==> config.mk <==
export PLATFORM = sky130hd
export DESIGN_NAME = mem_ctrl
export DESIGN_NICKNAME = d
export VERILOG_FILES = /design/src/rtl/mem_ctrl_pkg.sv /design/src/rtl/mem_byte_assemble.sv /design/src/rtl/mem_ctrl.sv
export SDC_FILE = /design/constraint.sdc
export NUM_CORES = 1
export LEC_CHECK = 0
export CELL_PAD_IN_SITES_DETAIL_PLACEMENT = 1
export CELL_PAD_IN_SITES_GLOBAL_PLACEMENT = 1
export CORE_ASPECT_RATIO = 1.5
export CORE_MARGIN = 2
export CORE_UTILIZATION = 42
export DETAILED_ROUTE_END_ITERATION = 10
export GPL_TIMING_DRIVEN = 0
export PLACE_DENSITY = 0.93
export SLEW_MARGIN = 40
export SYNTH_ARGS = -nofsm -noshare
export SYNTH_HDL_FRONTEND = slang
export SYNTH_SLANG_ARGS = --single-unit
==> constraint.sdc <==
create_clock -name clk -period 9.3 [get_ports clk]
set_clock_uncertainty 0.1 [all_clocks]
set_input_delay 2.79 -clock clk [delete_from_list [all_inputs] [get_ports clk]]
set_output_delay 2.79 -clock clk [all_outputs]
set_load 0.02 [all_outputs]
==> src/rtl/mem_ctrl_pkg.sv <==
// Shared encodings for the memory controller: FSM states, client select, I/O base and helpers.
package mem_ctrl_pkg;

  typedef logic [31:0] data_type_t;

  localparam logic [31:0] IoAddr   = 32'h0003_0000;
  localparam data_type_t  ZeroWord = 32'h0000_0000;

  localparam logic [1:0] StIdle  = 2'd0;
  localparam logic [1:0] StRead  = 2'd1;
  localparam logic [1:0] StWrite = 2'd2;

  localparam logic [1:0] SelNone  = 2'd0;
  localparam logic [1:0] SelLsb   = 2'd1;
  localparam logic [1:0] SelRob   = 2'd2;
  localparam logic [1:0] SelFetch = 2'd3;

  // Any byte count other than 1 or 2 is served as a full word.
  function automatic logic [2:0] norm_size(input logic [5:0] size);
    case (size)
      6'd1:    return 3'd1;
      6'd2:    return 3'd2;
      default: return 3'd4;
    endcase
  endfunction

endpackage

==> src/rtl/mem_byte_assemble.sv <==
// Inserts one RAM byte into the read word and produces the sign/zero-extended load result.
module mem_byte_assemble
  import mem_ctrl_pkg::*;
(
  input  data_type_t  word_i,
  input  logic [7:0]  byte_i,
  input  logic [1:0]  lane_i,
  input  logic [2:0]  size_i,
  input  logic        signed_i,
  output data_type_t  word_o,
  output data_type_t  ext_o
);

  always_comb begin
    word_o = word_i;
    word_o[{lane_i, 3'b000} +: 8] = byte_i;
  end

  always_comb begin
    case (size_i)
      3'd1:    ext_o = {{24{signed_i & word_o[7]}}, word_o[7:0]};
      3'd2:    ext_o = {{16{signed_i & word_o[15]}}, word_o[15:0]};
      default: ext_o = word_o;
    endcase
  end

endmodule

==> src/rtl/mem_ctrl.sv <==
// Byte-serial RAM controller arbitrating ROB stores, LSB loads and instruction fetches.
// Optional MEM_CTRL_IO_STALL_EN holds I/O-space writes while the UART buffer is full.
module mem_ctrl
  import mem_ctrl_pkg::*;
#(
  parameter int unsigned ADDR_W  = 32,
  parameter logic [31:0] IO_ADDR = IoAddr
) (
  input  logic              clk,
  input  logic              rst,
  input  logic              rdy,
  input  logic              in_lsb_flag,
  input  logic [5:0]        in_lsb_size,
  input  logic              in_lsb_signed,
  input  logic [ADDR_W-1:0] in_lsb_address,
  output logic              out_lsb_flag,
  output logic [31:0]       out_lsb_data,
  input  logic              in_rob_flag,
  input  logic [5:0]        in_rob_size,
  input  logic [ADDR_W-1:0] in_rob_address,
  input  logic [31:0]       in_rob_data,
  output logic              out_rob_done,
  input  logic              in_fetch_flag,
  input  logic [ADDR_W-1:0] in_fetch_pc,
  output logic              out_fetch_flag,
  output logic [31:0]       out_fetch_inst,
  input  logic              in_rob_xbp,
  input  logic [7:0]        mem_din,
  output logic [7:0]        mem_dout,
  output logic [ADDR_W-1:0] mem_a,
  output logic              mem_wr,
  input  logic              io_buffer_full
);

  logic [1:0]        state_q, state_d, sel_q, sel_d;
  logic [ADDR_W-1:0] base_q, base_d, mem_a_q, mem_a_d;
  logic [2:0]        size_q, size_d, cnt_q, cnt_d;
  logic              signed_q, signed_d, mem_wr_q, mem_wr_d;
  data_type_t        wdata_q, wdata_d, buf_q, buf_d;
  logic [7:0]        mem_dout_q, mem_dout_d;
  data_type_t        lsb_data_q, lsb_data_d, fetch_inst_q, fetch_inst_d;
  logic              lsb_flag_q, lsb_flag_d, rob_done_q, rob_done_d;
  logic              fetch_flag_q, fetch_flag_d;
  logic              rob_req, lsb_req, fetch_req, io_stall, store_block;
  logic [1:0]        lane;
  data_type_t        asm_word, asm_ext;

`ifdef MEM_CTRL_IO_STALL_EN
  logic base_is_io, req_is_io;
  assign base_is_io  = (base_q == ADDR_W'(IO_ADDR)) || (base_q == ADDR_W'(IO_ADDR + 32'd4));
  assign req_is_io   = (in_rob_address == ADDR_W'(IO_ADDR)) ||
                       (in_rob_address == ADDR_W'(IO_ADDR + 32'd4));
  assign io_stall    = (state_q == StWrite) && base_is_io && io_buffer_full;
  assign store_block = req_is_io && io_buffer_full;
`else
  logic unused_io;
  assign unused_io   = io_buffer_full ^ (^IO_ADDR);
  assign io_stall    = 1'b0;
  assign store_block = 1'b0;
`endif

  // A client is not re-accepted while its own done pulse is still high.
  assign rob_req   = in_rob_flag && !rob_done_q && !store_block;
  assign lsb_req   = in_lsb_flag && !lsb_flag_q;
  assign fetch_req = in_fetch_flag && !fetch_flag_q;
  assign lane      = 2'(cnt_q - 3'd1);

  mem_byte_assemble u_asm (
    .word_i  (buf_q),
    .byte_i  (mem_din),
    .lane_i  (lane),
    .size_i  (size_q),
    .signed_i(signed_q),
    .word_o  (asm_word),
    .ext_o   (asm_ext)
  );

  always_comb begin
    state_d      = state_q;
    sel_d        = sel_q;
    base_d       = base_q;
    size_d       = size_q;
    signed_d     = signed_q;
    cnt_d        = cnt_q;
    wdata_d      = wdata_q;
    buf_d        = buf_q;
    mem_a_d      = mem_a_q;
    mem_wr_d     = mem_wr_q;
    mem_dout_d   = mem_dout_q;
    lsb_data_d   = lsb_data_q;
    fetch_inst_d = fetch_inst_q;
    lsb_flag_d   = 1'b0;
    rob_done_d   = 1'b0;
    fetch_flag_d = 1'b0;
    case (state_q)
      StIdle: begin
        mem_wr_d = 1'b0;
        if (!in_rob_xbp && (rob_req || lsb_req || fetch_req)) begin
          cnt_d = 3'd0;
          buf_d = ZeroWord;
          if (rob_req) begin
            state_d    = StWrite;
            sel_d      = SelRob;
            base_d     = in_rob_address;
            size_d     = norm_size(in_rob_size);
            wdata_d    = in_rob_data;
            mem_a_d    = in_rob_address;
            mem_dout_d = in_rob_data[7:0];
            mem_wr_d   = 1'b1;
          end else if (lsb_req) begin
            state_d  = StRead;
            sel_d    = SelLsb;
            base_d   = in_lsb_address;
            size_d   = norm_size(in_lsb_size);
            signed_d = in_lsb_signed;
            mem_a_d  = in_lsb_address;
          end else begin
            state_d  = StRead;
            sel_d    = SelFetch;
            base_d   = in_fetch_pc;
            size_d   = 3'd4;
            signed_d = 1'b0;
            mem_a_d  = in_fetch_pc;
          end
        end
      end
      StRead: begin
        if (in_rob_xbp) begin
          state_d = StIdle;
          sel_d   = SelNone;
        end else begin
          // cnt counts addresses issued; the byte arriving now belongs to lane cnt-1.
          if (cnt_q != 3'd0) buf_d = asm_word;
          if (cnt_q == size_q) begin
            state_d = StIdle;
            sel_d   = SelNone;
            if (sel_q == SelFetch) begin
              fetch_flag_d = 1'b1;
              fetch_inst_d = asm_word;
            end else begin
              lsb_flag_d = 1'b1;
              lsb_data_d = asm_ext;
            end
          end else begin
            cnt_d = cnt_q + 3'd1;
            if (cnt_q + 3'd1 < size_q) mem_a_d = mem_a_q + ADDR_W'(1);
          end
        end
      end
      StWrite: begin
        if (!io_stall) begin
          if (cnt_q + 3'd1 < size_q) begin
            cnt_d      = cnt_q + 3'd1;
            mem_a_d    = mem_a_q + ADDR_W'(1);
            mem_dout_d = 8'(wdata_q >> {cnt_q + 3'd1, 3'b000});
          end else begin
            mem_wr_d   = 1'b0;
            rob_done_d = 1'b1;
            state_d    = StIdle;
            sel_d      = SelNone;
          end
        end
      end
      default: state_d = StIdle;
    endcase
  end

  always_ff @(posedge clk or negedge rst) begin
    if (!rst) begin
      state_q      <= StIdle;
      sel_q        <= SelNone;
      base_q       <= '0;
      size_q       <= 3'd0;
      signed_q     <= 1'b0;
      cnt_q        <= 3'd0;
      wdata_q      <= ZeroWord;
      buf_q        <= ZeroWord;
      mem_a_q      <= '0;
      mem_wr_q     <= 1'b0;
      mem_dout_q   <= 8'h00;
      lsb_data_q   <= ZeroWord;
      fetch_inst_q <= ZeroWord;
      lsb_flag_q   <= 1'b0;
      rob_done_q   <= 1'b0;
      fetch_flag_q <= 1'b0;
    end else if (rdy) begin
      state_q      <= state_d;
      sel_q        <= sel_d;
      base_q       <= base_d;
      size_q       <= size_d;
      signed_q     <= signed_d;
      cnt_q        <= cnt_d;
      wdata_q      <= wdata_d;
      buf_q        <= buf_d;
      mem_a_q      <= mem_a_d;
      mem_wr_q     <= mem_wr_d;
      mem_dout_q   <= mem_dout_d;
      lsb_data_q   <= lsb_data_d;
      fetch_inst_q <= fetch_inst_d;
      lsb_flag_q   <= lsb_flag_d;
      rob_done_q   <= rob_done_d;
      fetch_flag_q <= fetch_flag_d;
    end
  end

  // While stalled mid-read, re-present the address whose byte is still owed so
  // it is back on mem_din when rdy returns.
  always_comb begin
    mem_a = mem_a_q;
    if (!rdy && state_q == StRead && cnt_q != 3'd0) begin
      mem_a = base_q + ADDR_W'(cnt_q) - ADDR_W'(1);
    end
  end

  assign mem_wr         = mem_wr_q && rdy && !io_stall;
  assign mem_dout       = mem_dout_q;
  assign out_lsb_flag   = lsb_flag_q;
  assign out_lsb_data   = lsb_data_q;
  assign out_rob_done   = rob_done_q;
  assign out_fetch_flag = fetch_flag_q;
  assign out_fetch_inst = fetch_inst_q;

endmodule
[Yosys cells after proc, flatten, opt, wreduce, memory -nomap -nowiden]
Index checks and enable logic that the tools add are counted.
Cells by class
  add/subtract/negate cells: 6
  multiply operators: 0
  divide/modulo/power cells: 0
  order comparisons: 1
  equal/unequal tests: 18
  shift operators: 3
  mux-type cells: 52
  bitwise operators: 5
  reduce and logical (&&, ||, !) cells: 31
Operator list (number)
  32-bit two-way mux: 10
  32-bit one-hot mux with 2 select lines: 2
  32-bit one-hot mux with 3 select lines: 1
  32-bit by 1-bit adder with 32-bit output, second input constant: 1
  32-bit by 3-bit adder with 32-bit output: 1
  32-bit bitwise mux: 1
  8-bit by 7-bit variable shift with 32-bit output, first input constant: 1
  8-bit by 7-bit indexed part select with 32-bit output: 1
  32-bit by 6-bit right shift with 8-bit output: 1
  32-bit by 1-bit subtractor with 32-bit output, second input constant: 1
  5-bit AND reduction: 6
  8-bit two-way mux: 3
  3-bit two-way mux: 6
  2-bit two-way mux: 8
  8-bit one-hot mux with 2 select lines: 1
  1-bit two-way mux: 14
  6-bit by 1-bit equality test with 1-bit output, second input constant: 2
  6-bit by 2-bit equality test with 1-bit output, second input constant: 2
  2-bit inequality test, second input constant: 6
  2-bit one-hot mux with 3 select lines: 2
  3-bit one-hot mux with 2 select lines: 2
  4-bit AND reduction: 3
  3-bit one-hot mux with 3 select lines: 1
  1-bit logical AND: 7
  21 further kinds: 33
Word-level totals
  register bits after elaboration: 215
  bits in latches: 0
  memory bits (writable): 0
  bits in read-only memories: 0
  input port bits: 157
  output and inout bits: 108
  logic and storage cells: 132
  memories: 0

[Longest topological paths before layout]
Gate-level depths: netlist of the first run.
  word-level depth: 7
  gate-level depth with buffers: 15
  gate-level depth less buffers: 15

[By module]
From an unflattened synthesis of the first run, not the netlist that was laid out.
Second synthesis, totals
  cells, all modules: 1492
  area, all modules: 13325.3 µm²
Modules (own cells, without submodules)
  mem_ctrl: instances 1, cells each 1355, area each 12349.3 µm², sequential area each 5380.2 µm²
  mem_byte_assemble: instances 1, cells each 137, area each 975.9 µm², sequential area each 0.0 µm²

[Least setup slack after synthesis of the first run]
OpenSTA, ideal clock, no wires.
  kind: input to output
  start point: in rdy
  end point: out mem_a[30]
  arrival: 4.223 ns
  required time: 6.410 ns
  path slack: 2.187 ns
  stages: 3
  path buffers: 1
  cells stage by stage: or3_1 -> buf_6 -> o311ai_0
On the way
  word-level cells in the longest chain between the ends: 4
RTL lines
  start: declaration: RTL line mem_ctrl.sv:11  | input logic rdy,
  1-bit zero test: RTL line mem_ctrl.sv:210  | if (!rdy && state_q == StRead && cnt_q != 3'd0) begin
  1-bit logical AND (2 in a row): RTL line mem_ctrl.sv:210
  32-bit two-way mux: RTL line mem_ctrl.sv:210
  end: declaration: RTL line mem_ctrl.sv:30  | output logic [ADDR_W-1:0] mem_a,
Every way passes these cells.

[Worst setup path after layout of the first run]
  start point: in rdy
  end point: out mem_a[0]
The elaborated chain is that of the path after synthesis.

==> results.ini, run 1 <==
[synthesis]
syn-num-nets = 1672
synthAdderAreaFrac = 0.0473
synth_top_family_by_area = compound AO/OA/AOI/OAI gates
synth-simple-area-share = 0.169
dominantRegCellSynth = dfrtp_1
synthMuxAreaShare = 0.0760
ys_seq_area_frac = 0.427
synth_compound_area_frac = 0.208
netlist_area_mm2 = 0.0126
synthXorXnorAreaFrac = 0.0202
netlist_instances = 1468
synth_seq_cells = 215
async_reset_ff_frac = 1.00
synth_edf_count = 0
ys_types = 72
synth_warnings = 0
synth_area_per_cell_um2 = 8.57

[timing]
tightest_slew_ns = 0.896
clock.fmax_mhz = 115
setup_violations = 0
rsz0062_at_grt = no
max_slew_margin = 0.403
period_needed_ns = 8.71
maxSlewViolCount = 0
min_period_over_period = 0.937
hold_viol = 0
worst_slack_ns = 0.587

[die]
fp.dieW_um = 145
die_h_um = 216
rows = 77
ios = 265
initial_core_util = 0.427
core_area_mm2 = 0.0295
dieArea_mm2 = 0.0314

[clock_network]
cts_hold_buf = 0
cts_sinks = 215
h-tree-depth = 1
postCtsSetupBuffers = 0
clk_path_buf_depth = 3
cts_resized = 0
cts_tree = yes
cts_buffers = 21
cts-root-buf = clkbuf_16
cts.clk_slew.worst_paths_ns = 0.06
clk_latency_ns = 0.54

[placed_design]
place_area_mm2 = 0.0158
numPlacedInstances = 2129
post-place-ws_ns = 0.728
portBuffers = 263
routabilityCongestion = 0.962
dp_hpwl_um = 40100

[worst_setup_path]
worst_path_largest_cell_delay_ns = 0.72
critPathSlowestCell = clkdlybuf4s50_1
crit_type = in2out
cp_max_fo = 10
arrival_ns = 5.82
cp-start-kind = primary input
cp.required_ns = 6.41
crit_family = buffers and inverters
path_buf_inv = 4
setup.worst_path.end_class = output pin
cp_common_cell = clkdlybuf4s50_1
crit_chain = clkdlybuf4s50_1 -> or3_1 -> buf_6 -> clkbuf_1 -> o21ai_0 -> clkdlybuf4s50_1

[grt]
grt_pass1_vias = 14500
gr-usage-all-layers = 0.340
grt_max_degree = 72
globalRoute.totalOverflow = 0
grt_pass1_wl_um = 83100
antenna_found_initial = 4

[pwr]
power_density_mw_per_mm2 = 370
total_power_mw = 6.12
p_leak_nw = 7.06
max-vdd-ir-drop_mv = 0.217

[final_layout]
layoutNonFillerInstCount = 2170
final-seq-area_mm2 = 0.00538
fillers = 3454
syn_to_final_growth_pct = 31.4
multiInputGateArea_mm2 = 0.00659
drive_above_1_share = 0.0864
layout.nets = 1962
fin_area_mm2 = 0.0165

[drt]
wl_per_cell_um = 24.9
first_pass_iters = 4
drt_iter0_drc = 773
vias_per_cell = 5.99
postRouteAntennaNets = 0
drc = 0
vias = 13000
finalWirelength_um = 54100

[worst_hold_path]
hp-class = reg2reg

[job]
maxCapViolCount = 0

[outcome]
status = finished clean

==> flip-flops by register name (all words and copies together), names as in the netlist, 2 cells and up <==
signal          flops
state_q             2
out_fetch_inst     32
sel_q               2
out_lsb_data       32
wdata_q            32
mem_a_q            32
cnt_q               3
size_q              3
base_q             32
buf_q              32
mem_dout            8
==> routing by layer <==
metal | GRT usage | vias to the layer above | wire length, µm
li1 | - | 5708 | -
met4 | 0.259 | 0 | 4530
met3 | 0.0638 | 252 | 2910
met5 | 0 | - | 0
met1 | 0.344 | 6455 | 18700
met2 | 0.613 | 573 | 28000
==> logic make-up (layout without fill, tap and decap cells) <==
| logic type | Yosys count | after routing |
|---|---|---|
| fa+ha+maj | 47 | 47 |
| buf+inv | 166 | 469 |
| flops | 215 | 215 |
| mux | 77 | 77 |
| compound gates | 447 | 447 |
| simple gates | 487 | 487 |
| other cells | 0 | 4 |
| xor+xnor | 29 | 29 |
==> report_power, final <==
part	switching [mW]	total, mW	internal, mW
combinational	2.20	3.63	1.43
sequential	0.337	1.61	1.28
clock	0.391	0.875	0.484
==> Yosys cell counts (12+ instances only) <==
cell type  count  area share
nand2_1      258       0.077
dfrtp_1      215        0.43
and3_1        22       0.011
nand3_1       42       0.017
clkbuf_1      67       0.020
mux2_2        68       0.061
xor2_1        13      0.0090
o21ai_0      156       0.062
a22oi_1       12      0.0072
xnor2_1       16       0.011
nor2_1        98       0.029
inv_1         86       0.026
a21oi_1      162       0.064
ha_1          46       0.046
nor3_1        13      0.0052
a21o_1        15      0.0089
a31oi_1       18      0.0089
==> metrics by stage <==
stage / setup TNS (ns) / hold slack [ns] / utilization
after CTS: 0 / 0.387 / 0.560
final: 0 / 0.383 / 0.561
after floorplan: 0 / 0.350 / -
after detailed placement: 0 / 0.370 / 0.537
after global placement: -805.15 / 0.361 / 0.533
after global routing: 0 / 0.419 / 0.561
==> layout by cell type, fill, tap and decap left out, types with 15 or more instances in the layout <==
master / count
mux2_2: 68
nand3_1: 42
nand2_1: 258
clkbuf_1: 67
a21oi_1: 162
ha_1: 46
inv_1: 86
a31oi_1: 18
nor2_1: 98
xnor2_1: 15
a21o_1: 15
dfrtp_1: 215
clkbuf_16: 21
and3_1: 22
o21ai_0: 156
clkdlybuf4s50_1: 262
==> path summary, 6_finish.rpt <==
kind	from	endpoint	slack, ns	depth (start not counted)
max	rdy	mem_a[0]	0.59	6
min	buf_q[8]	buf_q[8]	0.38	2
max reg2reg	cnt_q[0]	mem_dout[0]	5.02	11
min reg2reg	buf_q[8]	buf_q[8]	0.38	2
max in group asynchronous	rst	base_q[29]	5.69	4
min in group asynchronous	rst	wdata_q[20]	2.07	1
==> cell type report <==
cell class | instances | area share
Multi-Input combinational cell | 1087 | 0.399
Sequential cell | 215 | 0.325
Timing Repair Buffer | 267 | 0.165
Clock buffer | 29 | 0.0366
Tap cell | 395 | 0.0299
Buffer | 79 | 0.0198
Inverter | 87 | 0.0197
Clock inverter | 7 | 0.00424
Antenna cell | 4 | 0.000605
==> worst min-delay path, stage by stage (launching register included) <==
cell	delay, ns
dfrtp_1	0.34
nand2_1	0.05
o21ai_0	0.06
Note: power is estimated with default switching activity, not from simulation.
==> run 2, diff against run 1 <==
Settings changed: CELL_PAD_IN_SITES_DETAIL_PLACEMENT 1 to 0, CELL_PAD_IN_SITES_GLOBAL_PLACEMENT 1 to 2, CORE_UTILIZATION 42 to 33, PLACE_DENSITY 0.93 to 0.92.
==> run 2 against run 1 <==
Effect of this change: wire length down 13%; power down 1.9%; sequential share of layout area down 0.46 points; core utilization down 11 points; sequential power down 2%; via count down 8.7%; register-to-register slack better by 0.38 ns; clock-buffer cell count unchanged; clock power up 15%; global-route usage down 11 points; non-clock buffer count down 1; fmax up 2.9%.
==> results.ini, run 2 (synthesis results as in run 1) <==
[drt]
vias = 11900
finalWirelength_um = 46900
drc = 0
wl_per_cell_um = 20.7
drt_iter0_drc = 512
vias_per_cell = 5.23
first_pass_iters = 5
postRouteAntennaNets = 0

[pwr]
p_leak_nw = 7.12
power_density_mw_per_mm2 = 358
max-vdd-ir-drop_mv = 0.140

[clock_network]
cts_sinks = 215
h-tree-depth = 1
cts.clk_slew.worst_paths_ns = 0.07
postCtsSetupBuffers = 0
clk_path_buf_depth = 3
cts_tree = yes
cts_hold_buf = 0
cts_resized = 0
cts_buffers = 22
clk_latency_ns = 0.52
cts-root-buf = clkbuf_16

[die]
die_h_um = 243
rows = 87
initial_core_util = 0.335
fp.dieW_um = 163
dieArea_mm2 = 0.0397
ios = 265
core_area_mm2 = 0.0376

[grt]
grt_pass1_wl_um = 71300
grt_pass1_vias = 12200
grt_max_degree = 74
antenna_found_initial = 5
gr-usage-all-layers = 0.233
globalRoute.totalOverflow = 0

[timing]
min_period_over_period = 0.910
setup_violations = 0
clock.fmax_mhz = 118
rsz0062_at_grt = no
period_needed_ns = 8.46
maxSlewViolCount = 0
tightest_slew_ns = 0.859
hold_viol = 0
max_slew_margin = 0.428
worst_slack_ns = 0.836

[job]
maxCapViolCount = 0

[worst_setup_path]
cp.required_ns = 6.41
setup.worst_path.end_class = output pin
arrival_ns = 5.57
cp-start-kind = primary input
crit_type = in2out
cp_max_fo = 10

[final_layout]
most-common-layout-cells = clkdlybuf4s50_1 (262), nand2_1 (258), dfrtp_1 (215)
layoutNonFillerInstCount = 2265
layout.nets = 1962
syn_to_final_growth_pct = 33.3
final_common_cell = clkdlybuf4s50_1
drive_above_1_share = 0.0869

[outcome]
status = finished clean

[placed_design]
post-place-ws_ns = 0.847
portBuffers = 263
numPlacedInstances = 2223
routabilityCongestion = 0.913
dp_hpwl_um = 36900

[worst_hold_path]
hp-class = reg2reg

[run 2: final cells by class]
| cell class | count | area (µm²) |
|---|---|---|
| fillers | 3696 | 20800 |
| multi-input cells | 1087 | 6590 |
| flip-flops and latches | 215 | 5380 |
| repair buffers | 266 | 2720 |
| clock buffers | 29 | 628 |
| well taps | 489 | 612 |
| plain buffers | 79 | 327 |
| inverters | 87 | 327 |
| clock inverters | 10 | 183 |
| diodes | 3 | 7.51 |
[run 2: where the power goes]
part	switching (mW)	internal [mW]
Combinational	2.01	1.41
Sequential	0.293	1.27
Clock	0.396	0.616
Total	2.70	3.30
[run 2: critical path: stages]
cell,delay [ns]
clkdlybuf4s50_1,0.60
or3_1,0.56
buf_6,0.20
clkbuf_1,0.32
o21ai_0,0.42
clkdlybuf4s50_1,0.68
[run 2: final timing paths]
kind,from,slack (ns),cells after the start,end
hold / removal,buf_q[15],0.38,2,buf_q[15]
setup / recovery,rdy,0.84,6,mem_a[0]
max in group asynchronous,rst,6.03,3,out_lsb_data[10]
hold reg to reg,buf_q[15],0.38,2,buf_q[15]
min in group asynchronous,rst,2.03,1,wdata_q[29]
setup reg to reg,cnt_q[0],5.40,12,mem_dout[6]
[run 2: through the flow]
stage | area [µm²] | TNS, ns | hold slack [ns] | total power, mW | util
finish | 16800 | 0 | 0.381 | 6.00 | 0.447
global route | 16800 | 0 | 0.404 | 6.42 | 0.447
CTS | 16800 | 0 | 0.385 | 6.02 | 0.446
detailed placement | 16000 | 0 | 0.370 | 4.99 | 0.425
global placement | 15800 | -849.19 | 0.362 | 4.93 | 0.422
floorplan | 12600 | 0 | 0.350 | 3.72 | -
[run 2: layer usage]
layer | wire length, µm | GRT usage | vias up | part of all wire
met5 | 27 | 0 | - | 0.00058
met4 | 1850 | 0.0937 | 4 | 0.039
met3 | 2170 | 0.0289 | 88 | 0.046
met2 | 25700 | 0.450 | 331 | 0.55
met1 | 17100 | 0.250 | 5723 | 0.37
li1 | - | - | 5708 | -
